`config.mk`:
```
export PLATFORM = sky130hd
export DESIGN_NAME = pti_fifo_responder
export DESIGN_NICKNAME = d
export VERILOG_FILES = /design/src/rtl/pti_fifo_responder.sv
export SDC_FILE = /design/constraint.sdc
export NUM_CORES = 1
export LEC_CHECK = 0
export BUFFER_PORTS_ARGS = -buffer_cell sky130_fd_sc_hd__buf_2
export CAP_MARGIN = 5
export CORE_ASPECT_RATIO = 0.5
export CORE_UTILIZATION = 60
export DETAILED_ROUTE_END_ITERATION = 10
export PLACE_DENSITY = 0.76
export RECOVER_POWER = 100
export SYNTH_ARGS = -nofsm -noshare
export SYNTH_HDL_FRONTEND = slang
export SYNTH_SLANG_ARGS = --single-unit
```
`constraint.sdc`:
```
create_clock -name clk_i -period 7.05 [get_ports clk_i]
set_input_delay 0.705 -clock clk_i [delete_from_list [all_inputs] [get_ports clk_i]]
set_output_delay 0.705 -clock clk_i [all_outputs]
set_load 0.01 [all_outputs]
```
`src/rtl/pti_fifo_responder.sv`:
```
// pti_fifo_responder: device side of an FT245-style 245 synchronous FIFO port.
// An RX buffer carries local bytes to the host and a TX buffer carries host bytes to the local sink.
// Defining PTI_RESP_LOOPBACK_EN routes accepted host writes straight into the RX buffer and removes the TX buffer.
module pti_fifo_responder #(
    parameter int RX_AW = 4,
    parameter int TX_AW = 4
) (
    input  logic       clk_i,
    input  logic       rst_ni,
    output logic       rxf_no,
    output logic       txe_no,
    input  logic       rd_ni,
    input  logic       wr_ni,
    input  logic       oe_ni,
    input  logic [7:0] dat_i,
    output logic [7:0] dat_o,
    output logic       dat_oe_o,
    input  logic [7:0] src_dat_i,
    input  logic       src_wr_i,
    output logic       src_full_o,
    output logic [7:0] snk_dat_o,
    output logic       snk_valid_o,
    input  logic       snk_rd_i,
    output logic [2:0] err_o
);
    localparam int RX_D = 1 << RX_AW;
    logic [7:0]       rx_mem [RX_D];
    logic [RX_AW-1:0] rx_wp, rx_rp;
    logic [RX_AW:0]   rx_cnt, rx_cnt_nxt;
    logic             rx_push, rx_pop, rx_full_q;
    logic [7:0]       rx_din;
    // RX push source and pop qualification; the host may only pop with OE asserted
    always_comb begin
        rx_pop = !rd_ni && !oe_ni && !rxf_no;
`ifdef PTI_RESP_LOOPBACK_EN
        rx_push = !wr_ni && !txe_no;
        rx_din  = dat_i;
`else
        rx_push = src_wr_i && !rx_full_q;
        rx_din  = src_dat_i;
`endif
        rx_cnt_nxt = rx_cnt + (RX_AW+1)'(rx_push) - (RX_AW+1)'(rx_pop);
    end
    // RX storage is not reset; stale contents are unreachable once the pointers are cleared
    always_ff @(posedge clk_i) begin
        if (rx_push) rx_mem[rx_wp] <= rx_din;
    end
    // RX pointers, count, and flags registered from the next count
    always_ff @(posedge clk_i) begin
        if (!rst_ni) begin
            rx_wp     <= '0;
            rx_rp     <= '0;
            rx_cnt    <= '0;
            rxf_no    <= 1'b1;
            rx_full_q <= 1'b0;
        end else begin
            rx_wp     <= rx_wp + RX_AW'(rx_push);
            rx_rp     <= rx_rp + RX_AW'(rx_pop);
            rx_cnt    <= rx_cnt_nxt;
            rxf_no    <= rx_cnt_nxt == '0;
            rx_full_q <= rx_cnt_nxt == (RX_AW+1)'(RX_D);
        end
    end
`ifdef PTI_RESP_LOOPBACK_EN
    // Loopback: host write space tracks RX space and the local ports are inert
    always_comb begin
        txe_no      = rx_full_q;
        src_full_o  = 1'b1;
        snk_valid_o = 1'b0;
        snk_dat_o   = '0;
    end
`else
    localparam int TX_D = 1 << TX_AW;
    logic [7:0]       tx_mem [TX_D];
    logic [TX_AW-1:0] tx_wp, tx_rp;
    logic [TX_AW:0]   tx_cnt, tx_cnt_nxt;
    logic             tx_push, tx_pop;
    // TX push from the host and pop from the local sink
    always_comb begin
        tx_push    = !wr_ni && !txe_no;
        tx_pop     = snk_rd_i && snk_valid_o;
        tx_cnt_nxt = tx_cnt + (TX_AW+1)'(tx_push) - (TX_AW+1)'(tx_pop);
        src_full_o = rx_full_q;
        snk_dat_o  = tx_mem[tx_rp];
    end
    // TX storage captures host write data
    always_ff @(posedge clk_i) begin
        if (tx_push) tx_mem[tx_wp] <= dat_i;
    end
    // TX pointers, count, and flags registered from the next count
    always_ff @(posedge clk_i) begin
        if (!rst_ni) begin
            tx_wp       <= '0;
            tx_rp       <= '0;
            tx_cnt      <= '0;
            txe_no      <= 1'b0;
            snk_valid_o <= 1'b0;
        end else begin
            tx_wp       <= tx_wp + TX_AW'(tx_push);
            tx_rp       <= tx_rp + TX_AW'(tx_pop);
            tx_cnt      <= tx_cnt_nxt;
            txe_no      <= tx_cnt_nxt == (TX_AW+1)'(TX_D);
            snk_valid_o <= tx_cnt_nxt != '0;
        end
    end
`endif
    // First-word-fall-through head of RX toward the host
    always_comb dat_o = rx_mem[rx_rp];
    // Bus drive follows OE one cycle late; protocol errors are sticky until reset
    always_ff @(posedge clk_i) begin
        if (!rst_ni) begin
            dat_oe_o <= 1'b0;
            err_o    <= '0;
        end else begin
            dat_oe_o <= !oe_ni;
            err_o    <= err_o | {!rd_ni && oe_ni, !wr_ni && txe_no, !rd_ni && !oe_ni && rxf_no};
        end
    end
endmodule

```
# Word-level counts from Yosys, hierarchy flattened

Memory sizes are Yosys's and may differ from the RTL's. A register that Yosys moved wholly into a read port is not among the register bits.
Index checks and enable logic that the tools add are counted.

$add $sub $neg: 8
Equal/unequal tests: 2
Muxes and demuxes: 6
Bitwise logic cells: 1
Reduce and logical (&&, ||, !) cells: 16

Operators with widths:

| operator                                   | number |
|---|---|
| adder 4 x 1 -> 4 bit                       | 4 |
| adder 5 x 1 -> 5 bit                       | 2 |
| equality test 5 bit, second input constant | 2 |
| subtractor 5 x 1 -> 5 bit                  | 2 |
| logical AND 1 bit                          | 8 |
| 2-to-1 mux 4 bit                           | 2 |
| zero test 1 bit                            | 6 |
| zero test 5 bit                            | 1 |
| nonzero test 5 bit                         | 1 |
| 2-to-1 mux 1 bit                           | 4 |
| bitwise OR 3 bit                           | 1 |

Bits in registers: 34
Memory bits (writable): 256
Input port bits: 23
Memories kept: 2

Memory list:

| memory | depth | bits a word | rd ports | clocked after Yosys merged registers in | write ports | line | RTL |
|---|---|---|---|---|---|---|---|
| rx_mem | 16    | 8           | 1        | 1                                       | 1           | 27   | `logic [7:0] rx_mem [RX_D];` |
| tx_mem | 16    | 8           | 1        | 1                                       | 1           | 74   | `logic [7:0] tx_mem [TX_D];` |

# Longest topological paths before layout

Word-level depth: 5
Depth in mapped cells: 10

# Worst setup path before layout

OpenSTA, ideal clock, no wires.

Path kind: input port to flip-flop
Start: input wr_ni
End: register txe_no
Library setup time: 0.091 ns
Data arrival time: 2.652 ns
Slack: 4.307 ns
Cell stages on the path: 10
Buffers on the path: 0
Path through: nor2_1 inv_1 ha_1 inv_1 ha_1 fa_1 a21o_1 a21oi_1 xnor2_1 nor4bb_1

Longest elaborated chain between the ends: 5

Ends and longest elaborated chain:

| element                   | line | RTL |
|---|---|---|
| from (decl)               | 13   | `input logic wr_ni,` |
| zero test 1 bit           | 80   | `tx_push = !wr_ni && !txe_no;` |
| logical AND 1 bit         | 80   |  |
| adder 5 x 1 -> 5 bit      | 82   | `tx_cnt_nxt = tx_cnt + (TX_AW+1)'(tx_push) - (TX_AW+1)'(tx_pop);` |
| subtractor 5 x 1 -> 5 bit | 82   |  |
| equality test 5 bit       | 102  | `txe_no <= tx_cnt_nxt == (TX_AW+1)'(TX_D);` |
| to (signal assigned)      | 102  |  |
| to (decl)                 | 11   | `output logic txe_no,` |

Every way passes these cells.
A chain may end at the register's enable or synchronous reset.

==> impl_metrics.tcl <==
set metrics [dict create \
    grt_overflow_total 0 \
    max_slew.worst_pin.slew_ns 2.64 \
    route.detailed.drc 0 \
    hold_path.class "in -> reg" \
    synth_seq_area_share_pct 73.2 \
    grt_first_pass_wirelength_mm 31.3 \
    dr.pass1.iters 6 \
    cts_tree "built" \
    htreeDepth 1 \
    syn_inst 594 \
    cts.sinks 290 \
    power_switching_mw 0.944 \
    clkPwrFrac_pct 31.4 \
    syn_avg_cell_area_um2 19.2 \
    drv_cap 1 \
    path_delay_family "buffers and inverters" \
    pin_count 47 \
    finalCritPeriodShare_pct 67.0 \
    ctsHoldBuffers 0 \
    post-dp-hpwl_mm 12.6 \
    syn_nets 635 \
    drtAntennaViolNets 0 \
    skew_ns 0.0114 \
    netSwitchingFraction_pct 24.6 \
    cpPeakStageDelay_ns 1.87 \
    end_kind "output port" \
    start_util_pct 61.7 \
    place.gp.congestion 0.748 \
    num_vias 5479 \
    clock_path_buffers 3 \
    synth_warnings 0 \
    avgRoutedWirePerCell_um 22.0 \
    grt_max_degree 36 \
    peakVddDrop_v 0.000206 \
    rsz0062_at_grt "false" \
    totalNegativeSetupSlack_ns 0 \
    seqPwrFrac_pct 52.6 \
    nets 692 \
    fmax_ghz 0.212 \
    antenna_found_initial 0 \
    rows 35 \
    cts_made_buffers 25 \
    p_int_mw 2.90 \
    mostFrequentLayoutCells "edfxtp_1 (256), clkbuf_1 (54), mux4_2 (46)" \
    cpMostUsedCell "clkbuf_1" \
    diodes 0 \
    min_period_ns 4.72 \
    ys_types 34 \
    p_leak_nw 4.04 \
    synth_seq_cells 290 \
    io_buffers 46 \
    cp_cell_sequence "clkbuf_1 -> mux4_1 -> a22oi_1 -> nand2_1 -> clkbuf_1" \
    violations "max-capacitance violations, max-slew violations" \
    wl_mm 20.3 \
    setup.worst_path.start_class "flip-flop" \
    worstPathRequired_ns 6.34 \
    path_buf_inv 2 \
    outcome "complete, but fails checks" \
    root_buffer "clkbuf_16" \
    p_per_area_nw_per_um2 307 \
    syn_area_um2 11400 \
    die_w_um 197 \
    design_area_um2 12500 \
    core_um2 18500 \
    vias_per_cell 5.92 \
    grtUsageTotal_pct 21.6 \
    clock_latency_ns 0.51 \
    final-setup-viol-count 0 \
    clk_pin_slew_ns 0.06 \
    slew_viol_final 36 \
    placedInstanceArea_um2 11900 \
    cp_slowest_cell "clkbuf_1" \
    comb_power_share_pct 16.0 \
    die-height_um 99.6 \
    cts_resized 0 \
    hold_viol_final 0 \
    arrival_ns 4.02 \
    grt_pass1_vias 5567 \
    cts_setup_buffers 0 \
    first_iter_violations 358 \
    path_max_fanout 35 \
    drive_above_1_share_pct 13.1 \
    slew-limit-headroom_pct -76.3 \
    area_delta_synth_final_pct 9.48 \
    final_common_cell "edfxtp_1" \
    die_area_um2 19600 \
    crit_type "reg -> out" \
]
flip-flops by register name (all words and copies together) (netlist names), 3 cells and up:
| register | cells |
|---|---|
| tx_rp | 4 |
| tx_mem | 128 |
| rx_wp | 4 |
| rx_rp | 4 |
| tx_wp | 4 |
| rx_mem | 128 |
| err_o | 3 |
| rx_cnt | 5 |
| tx_cnt | 5 |
stage by stage:
step                      setup slack, ns  hold WS (ns)  utilization (%)  std cells  power (mW)
final                                2.33         0.398             67.6        925        3.84
after global routing                 2.00         0.392             67.6        925        4.01
after CTS                            3.39         0.378             68.0        925        3.89
after detailed placement             3.98         0.447             64.2        883        2.69
after global placement               4.02         0.442             64.2        883        2.67
after floorplan                      4.31         0.509                -        594        2.52
worst paths after layout:
check | startpoint | to | slack, ns | cells after the start
max | rx_rp[0] | dat_o[4] | 2.33 | 5
max reg2reg | rx_rp[0] | rx_rp[2] | 4.06 | 5
min reg2reg | err_o[2] | err_o[2] | 0.46 | 1
min | oe_ni | dat_oe_o | 0.40 | 2
final cells by class:
| type | count | area (um^2) |
|---|---|---|
| Tap cell | 259 | 324 |
| Inverter | 12 | 45.0 |
| Clock inverter | 13 | 61.3 |
| Multi-Input combinational cell | 264 | 2840 |
| Sequential cell | 290 | 8370 |
| Clock buffer | 29 | 641 |
| Timing Repair Buffer | 58 | 233 |
| Fill cell | 1229 | 6010 |
cells by family (layout without fill, tap and decap cells):
logic type                 after synthesis  after routing  share of synthesized area (%)
DFF                                    290            290                           73.2
and+or+nand+nor                        120            120                           5.37
AOI/OAI and AO/OA                       44             44                           2.80
buffers and inverters                   40            112                           1.94
adders and majority gates               18             18                           2.10
xor gates and xnor gates                18             18                           1.38
muxes                                   64             64                           13.2
cells in the mapped netlist, drive strengths merged:
master / instances / area share, %
edfxtp: 256 / 67
mux4: 64 / 13
dfxtp: 34 / 6.0
a22oi: 32 / 2.1
nor2: 32 / 1.1
and2: 29 / 1.6
nand2: 20 / 0.66
buf: 17 / 1.2
ha: 16 / 1.8
inv: 12 / 0.39
clkbuf: 11 / 0.38
xnor2: 11 / 0.84
nor2b: 9 / 0.49
nor3: 9 / 0.39
nand2b: 7 / 0.38
xor2: 7 / 0.54
a21oi: 5 / 0.22
nand3: 5 / 0.22
a21o: 3 / 0.20
nand3b: 3 / 0.20
or3: 3 / 0.16
fa: 2 / 0.35
o21a: 2 / 0.13
and4b: 1 / 0.088
nand4: 1 / 0.055
nor4bb: 1 / 0.088
o31a: 1 / 0.077
o41ai: 1 / 0.077
power groups by stage:
stage / logic, mW / registers [mW] / clock network [mW]
finish: 0.614 / 2.02 / 1.21
global route: 0.681 / 2.03 / 1.30
CTS: 0.642 / 2.02 / 1.23
detailed placement: 0.634 / 2.06 / 0
global placement: 0.615 / 2.05 / 0
floorplan: 0.479 / 2.04 / 0
metal layers:
metal  global-route usage [%]  wire length [um]  vias up
met3                     3.70              1080       34
met5                        0                 0        -
met1                     30.7              8970     2784
met4                     5.19               337        0
met2                     35.8              9960      181
li1                         -                 -     2480
Power figures use the tool's default switching activity.
